--- src/rtl/demux2_buf_if.sv ---
// Bundle of the demultiplexer's stream signals: one producer-side input
// stream with a per-word select, and two consumer-side output channels.
interface demux2_buf_if #(
  parameter int WIDTH = 4
);
  logic [WIDTH-1:0] in_data;
  logic             in_sel;
  logic             in_valid;
  logic             in_ready;
  logic [WIDTH-1:0] a_data;
  logic             a_valid;
  logic             a_ready;
  logic [WIDTH-1:0] b_data;
  logic             b_valid;
  logic             b_ready;

  // Environment side: drives the input stream and both consumer readies.
  modport master (
    output in_data, in_sel, in_valid, a_ready, b_ready,
    input  in_ready, a_data, a_valid, b_data, b_valid
  );

  // Block side: accepts the input stream and presents both channels.
  modport slave (
    input  in_data, in_sel, in_valid, a_ready, b_ready,
    output in_ready, a_data, a_valid, b_data, b_valid
  );
endinterface

--- src/rtl/demux2_buf.sv ---
// Buffered 1-to-2 demultiplexer. Each accepted word is steered by in_sel
// into one of two independent DEPTH-entry FIFOs, so a stalled consumer on
// one channel never blocks traffic headed for the other.
module demux2_buf #(
  parameter int WIDTH = 4,
  parameter int DEPTH = 2
) (
  input logic        clk,
  input logic        rst,
  demux2_buf_if.slave bus
);
  localparam int AW = (DEPTH > 1) ? $clog2(DEPTH) : 1;
  localparam logic [AW:0] CNT_FULL = (AW + 1)'(DEPTH);

  logic [WIDTH-1:0] mem_a [DEPTH];
  logic [WIDTH-1:0] mem_b [DEPTH];
  logic [AW-1:0]    wr_ptr_a, rd_ptr_a;
  logic [AW-1:0]    wr_ptr_b, rd_ptr_b;
  logic [AW:0]      cnt_a, cnt_b;

  logic full_a, full_b;
  logic push_a, push_b;
  logic pop_a, pop_b;
  logic ready;

  // Handshake decode: readiness depends only on the selected FIFO's fill
  // level, so a full FIFO refuses a push even while it is being popped.
  always_comb begin
    full_a = (cnt_a == CNT_FULL);
    full_b = (cnt_b == CNT_FULL);
    ready  = bus.in_sel ? !full_b : !full_a;
    push_a = bus.in_valid && ready && !bus.in_sel;
    push_b = bus.in_valid && ready &&  bus.in_sel;
    pop_a  = (cnt_a != '0) && bus.a_ready;
    pop_b  = (cnt_b != '0) && bus.b_ready;
  end

  assign bus.in_ready = ready;
  assign bus.a_valid  = (cnt_a != '0);
  assign bus.b_valid  = (cnt_b != '0);
  assign bus.a_data   = mem_a[rd_ptr_a];
  assign bus.b_data   = mem_b[rd_ptr_b];

  // FIFO A: storage, wrapping pointers and occupancy count.
  always_ff @(posedge clk) begin
    if (rst) begin
      wr_ptr_a <= '0;
      rd_ptr_a <= '0;
      cnt_a    <= '0;
      for (int i = 0; i < DEPTH; i++) mem_a[i] <= '0;
    end else begin
      if (push_a) begin
        mem_a[wr_ptr_a] <= bus.in_data;
        wr_ptr_a        <= wr_ptr_a + 1'b1;
      end
      if (pop_a) rd_ptr_a <= rd_ptr_a + 1'b1;
      case ({push_a, pop_a})
        2'b10:   cnt_a <= cnt_a + 1'b1;
        2'b01:   cnt_a <= cnt_a - 1'b1;
        default: cnt_a <= cnt_a;
      endcase
    end
  end

  // FIFO B: storage, wrapping pointers and occupancy count.
  always_ff @(posedge clk) begin
    if (rst) begin
      wr_ptr_b <= '0;
      rd_ptr_b <= '0;
      cnt_b    <= '0;
      for (int i = 0; i < DEPTH; i++) mem_b[i] <= '0;
    end else begin
      if (push_b) begin
        mem_b[wr_ptr_b] <= bus.in_data;
        wr_ptr_b        <= wr_ptr_b + 1'b1;
      end
      if (pop_b) rd_ptr_b <= rd_ptr_b + 1'b1;
      case ({push_b, pop_b})
        2'b10:   cnt_b <= cnt_b + 1'b1;
        2'b01:   cnt_b <= cnt_b - 1'b1;
        default: cnt_b <= cnt_b;
      endcase
    end
  end
endmodule
--- src/flat_wrapper.sv ---
// flat-port wrapper written by rule: the top's interface ports become plain ports
module demux2_buf_flat 
#(
  parameter int WIDTH = 4,
  parameter int DEPTH = 2
)
  (clk, rst, bus_in_data, bus_in_sel, bus_in_valid, bus_a_ready, bus_b_ready, bus_in_ready, bus_a_data, bus_a_valid, bus_b_data, bus_b_valid);
  demux2_buf_if #(.WIDTH(WIDTH)) bus_i ();
  input logic clk;
  input logic rst;
  input wire logic [$bits(bus_i.in_data)-1:0] bus_in_data;
  input wire logic [$bits(bus_i.in_sel)-1:0] bus_in_sel;
  input wire logic [$bits(bus_i.in_valid)-1:0] bus_in_valid;
  input wire logic [$bits(bus_i.a_ready)-1:0] bus_a_ready;
  input wire logic [$bits(bus_i.b_ready)-1:0] bus_b_ready;
  output wire logic [$bits(bus_i.in_ready)-1:0] bus_in_ready;
  output wire logic [$bits(bus_i.a_data)-1:0] bus_a_data;
  output wire logic [$bits(bus_i.a_valid)-1:0] bus_a_valid;
  output wire logic [$bits(bus_i.b_data)-1:0] bus_b_data;
  output wire logic [$bits(bus_i.b_valid)-1:0] bus_b_valid;
  assign bus_i.in_data = bus_in_data;
  assign bus_i.in_sel = bus_in_sel;
  assign bus_i.in_valid = bus_in_valid;
  assign bus_i.a_ready = bus_a_ready;
  assign bus_i.b_ready = bus_b_ready;
  assign bus_in_ready = bus_i.in_ready;
  assign bus_a_data = bus_i.a_data;
  assign bus_a_valid = bus_i.a_valid;
  assign bus_b_data = bus_i.b_data;
  assign bus_b_valid = bus_i.b_valid;
  demux2_buf #(.WIDTH(WIDTH), .DEPTH(DEPTH)) u_core (.clk(clk), .rst(rst), .bus(bus_i));
endmodule
--- config.mk ---
export PLATFORM = sky130hd
export DESIGN_NAME = demux2_buf_flat
export DESIGN_NICKNAME = d
export VERILOG_FILES = /design/src/rtl/demux2_buf_if.sv /design/src/rtl/demux2_buf.sv /design/src/flat_wrapper.sv
export SDC_FILE = /design/constraint.sdc
export NUM_CORES = 1
export LEC_CHECK = 0
export ABC_AREA = 1
export CORE_ASPECT_RATIO = 1.25
export CORE_MARGIN = 3
export CORE_UTILIZATION = 46
export DETAILED_ROUTE_END_ITERATION = 12
export HOLD_SLACK_MARGIN = 0.08
export MAX_ROUTING_LAYER = met4
export PLACE_DENSITY = 0.79
export SETUP_SLACK_MARGIN = 0.15
export SYNTH_ARGS = -nofsm -noshare
export SYNTH_HDL_FRONTEND = slang
export SYNTH_SLANG_ARGS = --single-unit
--- constraint.sdc ---
create_clock -name clk -period 1.3 [get_ports clk]
set_clock_uncertainty 0.05 [all_clocks]
set_input_delay 0.195 -clock clk [delete_from_list [all_inputs] [get_ports clk]]
set_output_delay 0.195 -clock clk [all_outputs]
set_load 0.02 [all_outputs]
# --- After elaboration in Yosys (flattened, before gate mapping) ---
# Memories as Yosys holds them, arrays and structs flattened. A register that Yosys moved wholly into a read port is not among the register bits.
# Index checks and enable logic that the tools add are counted.
classes:
  n_addsub: 8
  n_eq_ne: 6
  n_mux: 21
  reduce_logical: 14
op_table:
  columns: ["op", "count"]
  rows:
  - ["2-to-1 mux 1 bit", 17]
  - ["equality test 2 bit, second input constant", 4]
  - ["2-to-1 mux 4 bit", 2]
  - ["case mux 2 bit (2 select lines)", 2]
  - ["nonzero test 2 bit", 4]
  - ["OR reduction 4 bit", 2]
  - ["logical AND 1 bit", 5]
  - ["adder 1 bit, second input constant", 4]
  - ["adder 2 x 1 -> 2 bit, second input constant", 2]
  - ["equality test 2 x 1 -> 1 bit, second input constant", 2]
  - ["subtractor 2 x 1 -> 2 bit, second input constant", 2]
  - ["logical NOT 1 bit", 3]
totals:
  regBits: 8
  ramBits: 16
  output_inout_bits: 11
  mem_count: 2
mem_list:
  columns: ["name", "depth", "width", "read_ports", "rd_ports_with_merged_regs", "write_ports", "line_no", "source"]
  rows:
  - ["u_core.mem_a", 2, 4, 1, 1, 2, "demux2_buf.sv:15", "logic [WIDTH-1:0] mem_a [DEPTH];"]
  - ["u_core.mem_b", 2, 4, 1, 1, 2, "demux2_buf.sv:16", "logic [WIDTH-1:0] mem_b [DEPTH];"]

# --- Logic depth before layout (Yosys ltp) ---
# Gate-level depths: netlist of run 1.
depth:
  depth_word: 10
  mapped_depth: 8
  depth_no_buf: 8

# --- Least setup slack after synthesis of run 1 ---
# Ideal clock, no wire load.
synth_path:
  kind: "register to register"
  start: "register u_core.cnt_b[1]"
  end: "register u_core.cnt_b[1]"
  setup_ps: 113
  arrival_ps: 1285
  slack_ps: -148
  path_stages_with_launch: 8
  n_path_buf: 0
  cell_sequence: "dfxtp_1 -> inv_2 -> o211ai_4 -> ha_1 -> nor3b_2 -> nand2_1 -> nand2_1 -> nor2_1"
synth_between:
  elab_chain_len: 7
  elab_cells_between_ends: 13
  classes_between: "2 x add/sub; 3 x eq/ne; 2 x mux; 6 x reduce/logical"
synth_lines:
  columns: ["element", "line_no", "source"]
  rows:
  - ["from (decl)", "demux2_buf.sv:19", "logic [AW:0] cnt_a, cnt_b;"]
  - ["from (signal assigned)", "demux2_buf.sv:79", "2'b10: cnt_b <= cnt_b + 1'b1;"]
  - ["from (signal assigned)", "demux2_buf.sv:80", "2'b01: cnt_b <= cnt_b - 1'b1;"]
  - ["from (signal assigned)", "demux2_buf.sv:81", "default: cnt_b <= cnt_b;"]
  - ["equality test 2 bit", "demux2_buf.sv:30", "full_b = (cnt_b == CNT_FULL);"]
  - ["logical NOT 1 bit", "demux2_buf.sv:31", "ready = bus.in_sel ? !full_b : !full_a;"]
  - ["2-to-1 mux 1 bit", "demux2_buf.sv:31", null]
  - ["logical AND 1 bit (2 in series)", "demux2_buf.sv:33", "push_b = bus.in_valid && ready && bus.in_sel;"]
  - ["equality test 2 x 1 -> 1 bit / equality test 2 bit (equally long branches)", "demux2_buf.sv:78", "case ({push_b, pop_b})"]
  - ["case mux 2 bit (2 select lines) / nonzero test 2 bit (equally long branches)", null, null]
# Several ways; a longest one is shown, not always the timed one.
# A chain may end at the register's enable or synchronous reset.

# --- Worst setup path in the final report of run 1 ---
layout_path:
  start: "register u_core.cnt_b[0]"
  end: "register u_core.cnt_b[1]"
# The elaborated chain is that of the path after synthesis.

==> flow_metrics.env, run 1 <==
export IMPL_track_usage_pct=18.99
export IMPL_nets=181
export IMPL_synth_simple_area_share_pct=17.39
export IMPL_busiest_layer="met2"
export IMPL_p_per_area_mw_per_mm2=1162
export IMPL_synthCells=113
export IMPL_firstDrtPassIters=4
export IMPL_post_route_cell_area_mm2=0.001989
export IMPL_power_mw=2.312
export IMPL_power_frac_clock_pct=15.1
export IMPL_min_period_ns=1.469
export IMPL_cp_data_required_time_ns=1.48
export IMPL_synth_seq_cells=26
export IMPL_synth_top_family_by_area="simple AND/OR/NAND/NOR gates"
export IMPL_vias=1042
export IMPL_yosys_warnings=0
export IMPL_critical_path_max_fanout=3
export IMPL_pwr_share_seq_pct=44.8
export IMPL_syn_to_final_growth_pct=67.54
export IMPL_drt_iter0_drc=23
export IMPL_die_h_um=62.81
export IMPL_cts_tree="done"
export IMPL_avgSynthCellArea_um2=10.51
export IMPL_clock_latency_ns=0.32
export IMPL_irDropWorstVdd_uv=1106
export IMPL_grt_max_degree=15
export IMPL_synth_top_cell_by_area="edfxtp_1"
export IMPL_grtUsageMet1_pct=16.80
export IMPL_power_switching_share_pct=31.60
export IMPL_core_area_mm2=0.002330
export IMPL_synth_compound_area_share_pct=10.75
export IMPL_io_pins=21
export IMPL_min_path_type="register to register"
export IMPL_failed_checks="negative setup slack"
export IMPL_synthesis_nets=125
export IMPL_end_kind="register"
export IMPL_wire_per_inst_um=14.99
export IMPL_antenna_found_initial=0
export IMPL_yosysSeqAreaShare_pct=57.32
export IMPL_r2r_start="u_core.cnt_b[0]"
export IMPL_ff2ff_setup_slack_ns=-0.17
export IMPL_dp_cells=184
export IMPL_start_util_pct=50.97
export IMPL_antenna_cells=0
export IMPL_status="complete, but fails checks"
export IMPL_path_class="register to register"
export IMPL_dp_hpwl_um=1746
export IMPL_slew_viol_final=0
export IMPL_cts_inserted_buffers=3
export IMPL_start_kind="register"
export IMPL_cts_buffer_depth=2
export IMPL_cts_root_buf="clkbuf_4"
export IMPL_synth_xor_xnor_area_share_pct=0
export IMPL_muxShareOfSynthArea_pct=7.587
export IMPL_whs_path_depth=1
export IMPL_rsz0062_at_grt="yes"
export IMPL_post_dp_cell_area_mm2=0.001593
export IMPL_gp_congestion=0.8206
export IMPL_clock_fmax_mhz=680.8
export IMPL_path_clk_slew_ns=0.14
export IMPL_hp_start="u_core.rd_ptr_b"
export IMPL_arrival_ns=1.65
export IMPL_rows=19
export IMPL_grt_pass1_wl_um=4547
export IMPL_synthAdderAreaFrac_pct=2.107
export IMPL_vias_per_cell=5.236
export IMPL_routed_wirelength_um=2984
export IMPL_whs_ns=0.4516
export IMPL_dp_slack_ns=-0.4651
export IMPL_setup_ws_ns=-0.1688
export IMPL_synth_cell_type_count=21
export IMPL_holdBufCountCts=0
export IMPL_drc=0
export IMPL_finalHoldViolations=0
export IMPL_cap_viol_max_count=0
export IMPL_met3_usage_pct=3.341
export IMPL_rr_worst_depth=7
export IMPL_synth_top_cell_area_share_pct=40.46
export IMPL_finalSetupViolCount=38
export IMPL_p_leak_nw=0.8160
export IMPL_drtAntennaViolNets=0
export IMPL_r2r_end="u_core.cnt_b[1]"
export IMPL_drive_gt1_share_pct=61.90
export IMPL_worst_pin_slew_ns=0.2564
export IMPL_gr_total_overflow=0
export IMPL_grtUsageMet2_pct=36.78
export IMPL_period_share_pct=113.0
export IMPL_synthesis_area_mm2=0.001187
export IMPL_grt_pass1_vias=1094
export IMPL_die_area_mm2=0.003231
export IMPL_ys_top_cells_by_area="edfxtp_1 40%, dfxtp_1 17%, mux2_2 7.6%"
export IMPL_die_x_um=51.44
export IMPL_p_int_mw=1.582
export IMPL_port_buffers=20
export IMPL_cts_sinks=26
export IMPL_p_switching_mw=0.7307
export IMPL_finalNonFillerCells=199
export IMPL_power_frac_comb_pct=40.1
export IMPL_htreeDepth=1
export IMPL_slew_limit_headroom_pct=82.89
==> per-stage QoR <==
step                      util [%]  setup TNS (ns)
final                        85.39          -3.937
after global routing         85.39          -5.648
after CTS                    79.27          -2.745
after global placement       68.37          -12.90
after detailed placement     68.37          -14.52
after floorplan                  -         -0.4285
==> power by group through the flow <==
stage	clock network [mW]	registers, mW	logic (mW)
global placement	0	1.03	0.599
floorplan	0	1.02	0.350
CTS	0.335	1.03	0.803
detailed placement	0	1.03	0.626
finish	0.349	1.04	0.927
global route	0.385	1.05	0.993
==> worst max path at each step <==
stage	from	end	slack, ns	cells past startpoint
after floorplan	u_core.cnt_b[1]	u_core.cnt_b[1]	-0.11	7
after global placement	bus_in_sel	bus_in_ready	-0.42	6
after detailed placement	bus_in_sel	bus_in_ready	-0.47	6
after CTS	register	bus_b_data[2]	-0.15	2
after global routing	u_core.cnt_a[1]	u_core.cnt_a[1]	-0.24	8
final	u_core.cnt_b[0]	u_core.cnt_b[1]	-0.17	7
==> kinds of logic after synthesis <==
family | Yosys count
fa+ha+maj | 2
mux | 8
flops | 26
simple gates | 46
buf+inv | 13
compound gates | 18
==> synthesized netlist by cell type <==
cell type and number:
o21ai_1 1, o21a_1 2, inv_2 2, mux2_2 8, dfxtp_1 10, o21ai_0 6, nand3_1 2, nor2_1 15
ha_1 2, inv_1 9, edfxtp_1 16, buf_2 1, or2_2 1, nand2_1 15, nor2_2 2, buf_6 1
nand2_2 2, nor3_1 8, nor3b_2 1, a21oi_1 7, o211ai_4 2
==> cell usage in the layout (no fill, tap or decap), drive strengths merged <==
master	netlist	layout
o21ai	7	7
inv	11	11
nand3	2	2
buf	2	44
clkdlybuf4s50	0	7
nor3	8	8
dfxtp	10	10
nor3b	1	1
o211ai	2	2
mux2	8	8
or2	1	1
a21oi	7	7
o21a	2	2
nor2	17	17
clkinv	0	1
nand2	17	17
clkbuf	0	3
edfxtp	16	16
dlygate4sd2	0	2
ha	2	2
==> layout make-up <==
class | count | area [µm²]
clock buffer | 3 | 22.52
inverter | 11 | 43.79
clock inverter | 1 | 3.754
tap | 31 | 38.79
timing repair buffer | 53 | 535.5
multi-input combinational | 74 | 649.4
fill | 127 | 340.3
sequential | 26 | 695.7
==> registers in the layout (all words and copies together), names as in the netlist, named ones only <==
| register | count |
|---|---|
| u_core.cnt_a | 2 |
| u_core.cnt_b | 2 |
| u_core.mem_a | 8 |
| u_core.mem_b | 8 |
| u_core.rd_ptr_a | 1 |
| u_core.rd_ptr_b | 1 |
| u_core.wr_ptr_a | 1 |
| u_core.wr_ptr_b | 1 |
==> per-layer routing <==
metal | part of all wire [%] | vias up | routed length (µm)
met5 | 0 | - | 0
met4 | 1.8 | 0 | 54
met1 | 40 | 508 | 1204
met2 | 53 | 32 | 1590
met3 | 4.5 | 7 | 135
li1 | - | 495 | -
==> timing repair <==
action	in CTS	in global routing
pin swaps	10	4
buffers inserted	9	2
setup endpoints to repair	51	53
resized for setup	114	30
gates cloned	0	0
==> worst max-delay path, cell delays in order, from the launching register on <==
cell,delay [ns]
dfxtp_4,0.38
buf_6,0.12
o211ai_4,0.21
ha_4,0.26
nor3b_4,0.19
nand2_1,0.07
nand2_1,0.06
nor2_1,0.04
Note: power is estimated with default switching activity, not from simulation.
==> run 2, diff against run 1 <==
--- a/config.mk
+++ b/config.mk
@@ -6,14 +6,16 @@
 export NUM_CORES = 1
 export LEC_CHECK = 0
 export ABC_AREA = 1
-export CORE_ASPECT_RATIO = 1.25
+export CORE_ASPECT_RATIO = 0.9
 export CORE_MARGIN = 3
 export CORE_UTILIZATION = 46
 export DETAILED_ROUTE_END_ITERATION = 12
+export GPL_TIMING_DRIVEN = 0
 export HOLD_SLACK_MARGIN = 0.08
 export MAX_ROUTING_LAYER = met4
 export PLACE_DENSITY = 0.79
 export SETUP_SLACK_MARGIN = 0.15
+export SKIP_CTS_REPAIR_TIMING = 1
 export SYNTH_ARGS = -nofsm -noshare
 export SYNTH_HDL_FRONTEND = slang
 export SYNTH_SLANG_ARGS = --single-unit
==> run 2 against run 1 <==
- the run still ends with negative setup slack left
- utilization fell by 6.9 points
- first-iteration DRC count rose by 4.3%
- worst hold slack worse by 0.087 ns
- wire length shrank 18%
- critical path depth decreased by 4
- die area hardly changed
- clock-buffer cell count unchanged
- combinational power fell by 20%
- total power up 1.4%
- worst setup slack lost 0.012 ns
- cell count down 11%
==> flow_metrics.env, run 2 (synthesis results as in run 1) <==
export IMPL_status="complete, but fails checks"
export IMPL_failed_checks="negative setup slack"
export IMPL_r2r_start="u_core.cnt_a[0]"
export IMPL_firstDrtPassIters=4
export IMPL_cts_buffer_depth=2
export IMPL_final_cell_mix="20 x buf_6, 16 x edfxtp_1, 11 x nor2_1"
export IMPL_final_common_cell="buf_6"
export IMPL_period_share_pct=113.9
export IMPL_dp_hpwl_um=1572
export IMPL_antenna_found_initial=0
export IMPL_drtAntennaViolNets=0
export IMPL_met3WireLength_um=168
export IMPL_drt_iter0_drc=24
export IMPL_gp_congestion=0.6773
export IMPL_cts_inserted_buffers=3
export IMPL_critical_path_max_fanout=8
export IMPL_cts_tree="done"
export IMPL_min_path_type="input pin to register"
export IMPL_worst_pin_slew_ns=0.3137
export IMPL_hp_start="bus_in_sel"
export IMPL_utilization_pct=78.53
export IMPL_antenna_cells=0
export IMPL_irDropWorstVdd_uv=1167
export IMPL_rsz0062_at_grt="yes"
export IMPL_start_kind="register"
export IMPL_slew_limit_headroom_pct=79.09
export IMPL_wl_met2_um=1198
export IMPL_port_buffers=20
export IMPL_min_period_ns=1.481
export IMPL_setup_ws_ns=-0.1810
export IMPL_track_usage_pct=15.55
export IMPL_path_class="register to output port"
export IMPL_routed_wirelength_um=2450
export IMPL_cts_root_buf="clkbuf_4"
export IMPL_die_area_mm2=0.003228
export IMPL_slew_viol_final=0
export IMPL_nets=163
export IMPL_p_per_area_mw_per_mm2=1297
export IMPL_path_clk_slew_ns=0.14
export IMPL_post_route_cell_area_mm2=0.001808
export IMPL_dp_slack_ns=-0.5874
export IMPL_p_leak_nw=0.7426
export IMPL_end_kind="output port"
export IMPL_whs_ns=0.3646
export IMPL_cp_data_required_time_ns=1.05
export IMPL_post_dp_cell_area_mm2=0.001439
export IMPL_vias_per_cell=5.073
export IMPL_wire_per_inst_um=13.84
export IMPL_gr_total_overflow=0
export IMPL_clock_latency_ns=0.33
export IMPL_drive_gt1_share_pct=50.67
export IMPL_die_x_um=59.56
export IMPL_finalHoldViolations=0
export IMPL_io_pins=21
export IMPL_top_regs="u_core.mem_a x8, u_core.mem_b x8"
export IMPL_arrival_ns=1.24
export IMPL_drc=0
export IMPL_met1_length_um=1071
export IMPL_cap_viol_max_count=0
export IMPL_grt_pass1_vias=795
export IMPL_start_util_pct=51.58
export IMPL_clock_fmax_mhz=675.2
export IMPL_cts_sinks=26
export IMPL_grt_max_degree=16
export IMPL_grt_pass1_wl_um=3525
export IMPL_vias=898
export IMPL_core_area_mm2=0.002302
export IMPL_top_layer="met4"
export IMPL_syn_to_final_growth_pct=52.27
export IMPL_rows=16
export IMPL_finalSetupViolCount=36
export IMPL_htreeDepth=1
export IMPL_die_h_um=54.20
export IMPL_crit_start="u_core.cnt_a[0]"
==> run 2: cell types whose count changed in the layout (fill, tap and decap cells not counted), sizes merged <==
cell	before	now
bufinv	0	1
dlymetal6s2s	0	1
dlygate4sd2	2	0
clkinv	1	0
clkdlybuf4s50	7	8
buf	44	26
==> run 2: power by group <==
| part | switching, mW | total [mW] | internal [mW] |
|---|---|---|---|
| clock network | 0.253 | 0.565 | 0.312 |
| registers | 0.0769 | 1.04 | 0.965 |
| logic | 0.353 | 0.738 | 0.385 |
==> run 2: path summary, 6_finish.rpt <==
path	slack [ns]	end	depth (start not counted)
worst min register to register	0.41	register	1
worst min-delay path	0.36	u_core.wr_ptr_a	5
worst max-delay path	-0.18	bus_a_valid	3
worst max register to register	-0.18	u_core.cnt_a[1]	8
==> run 2: metrics by stage <==
step | std cells | TNS (ns) | total power [mW]
6_report | 177 | -4.198 | 2.345
5_1_grt | 177 | -6.706 | 2.455
4_1_cts | 164 | -9.542 | 2.118
3_5_place_dp | 160 | -14.78 | 1.564
3_3_place_gp | 160 | -12.97 | 1.542
2_1_floorplan | 113 | -0.4285 | 1.370
==> run 2: per-layer routing <==
metal	track usage (%)	vias to the layer above
li1	-	468
met1	17.87	403
met2	26.73	24
met3	5.036	3
met4	3.321	0
met5	-	-
==> run 2: layout make-up <==
type,instances,area [µm²]
Sequential cell,26,700.7
Multi-Input combinational cell,74,616.8
Fill cell,140,494.2
Timing Repair Buffer,33,341.6
Inverter,11,46.29
Tap cell,27,33.78
Clock inverter,1,30.03
Clock buffer,3,22.52
Buffer,2,16.27
==> run 2: critical path, cell delays in order, from the launching register on <==
cell,delay [ns]
dfxtp_2,0.35
buf_6,0.13
or2_2,0.30
buf_6,0.13
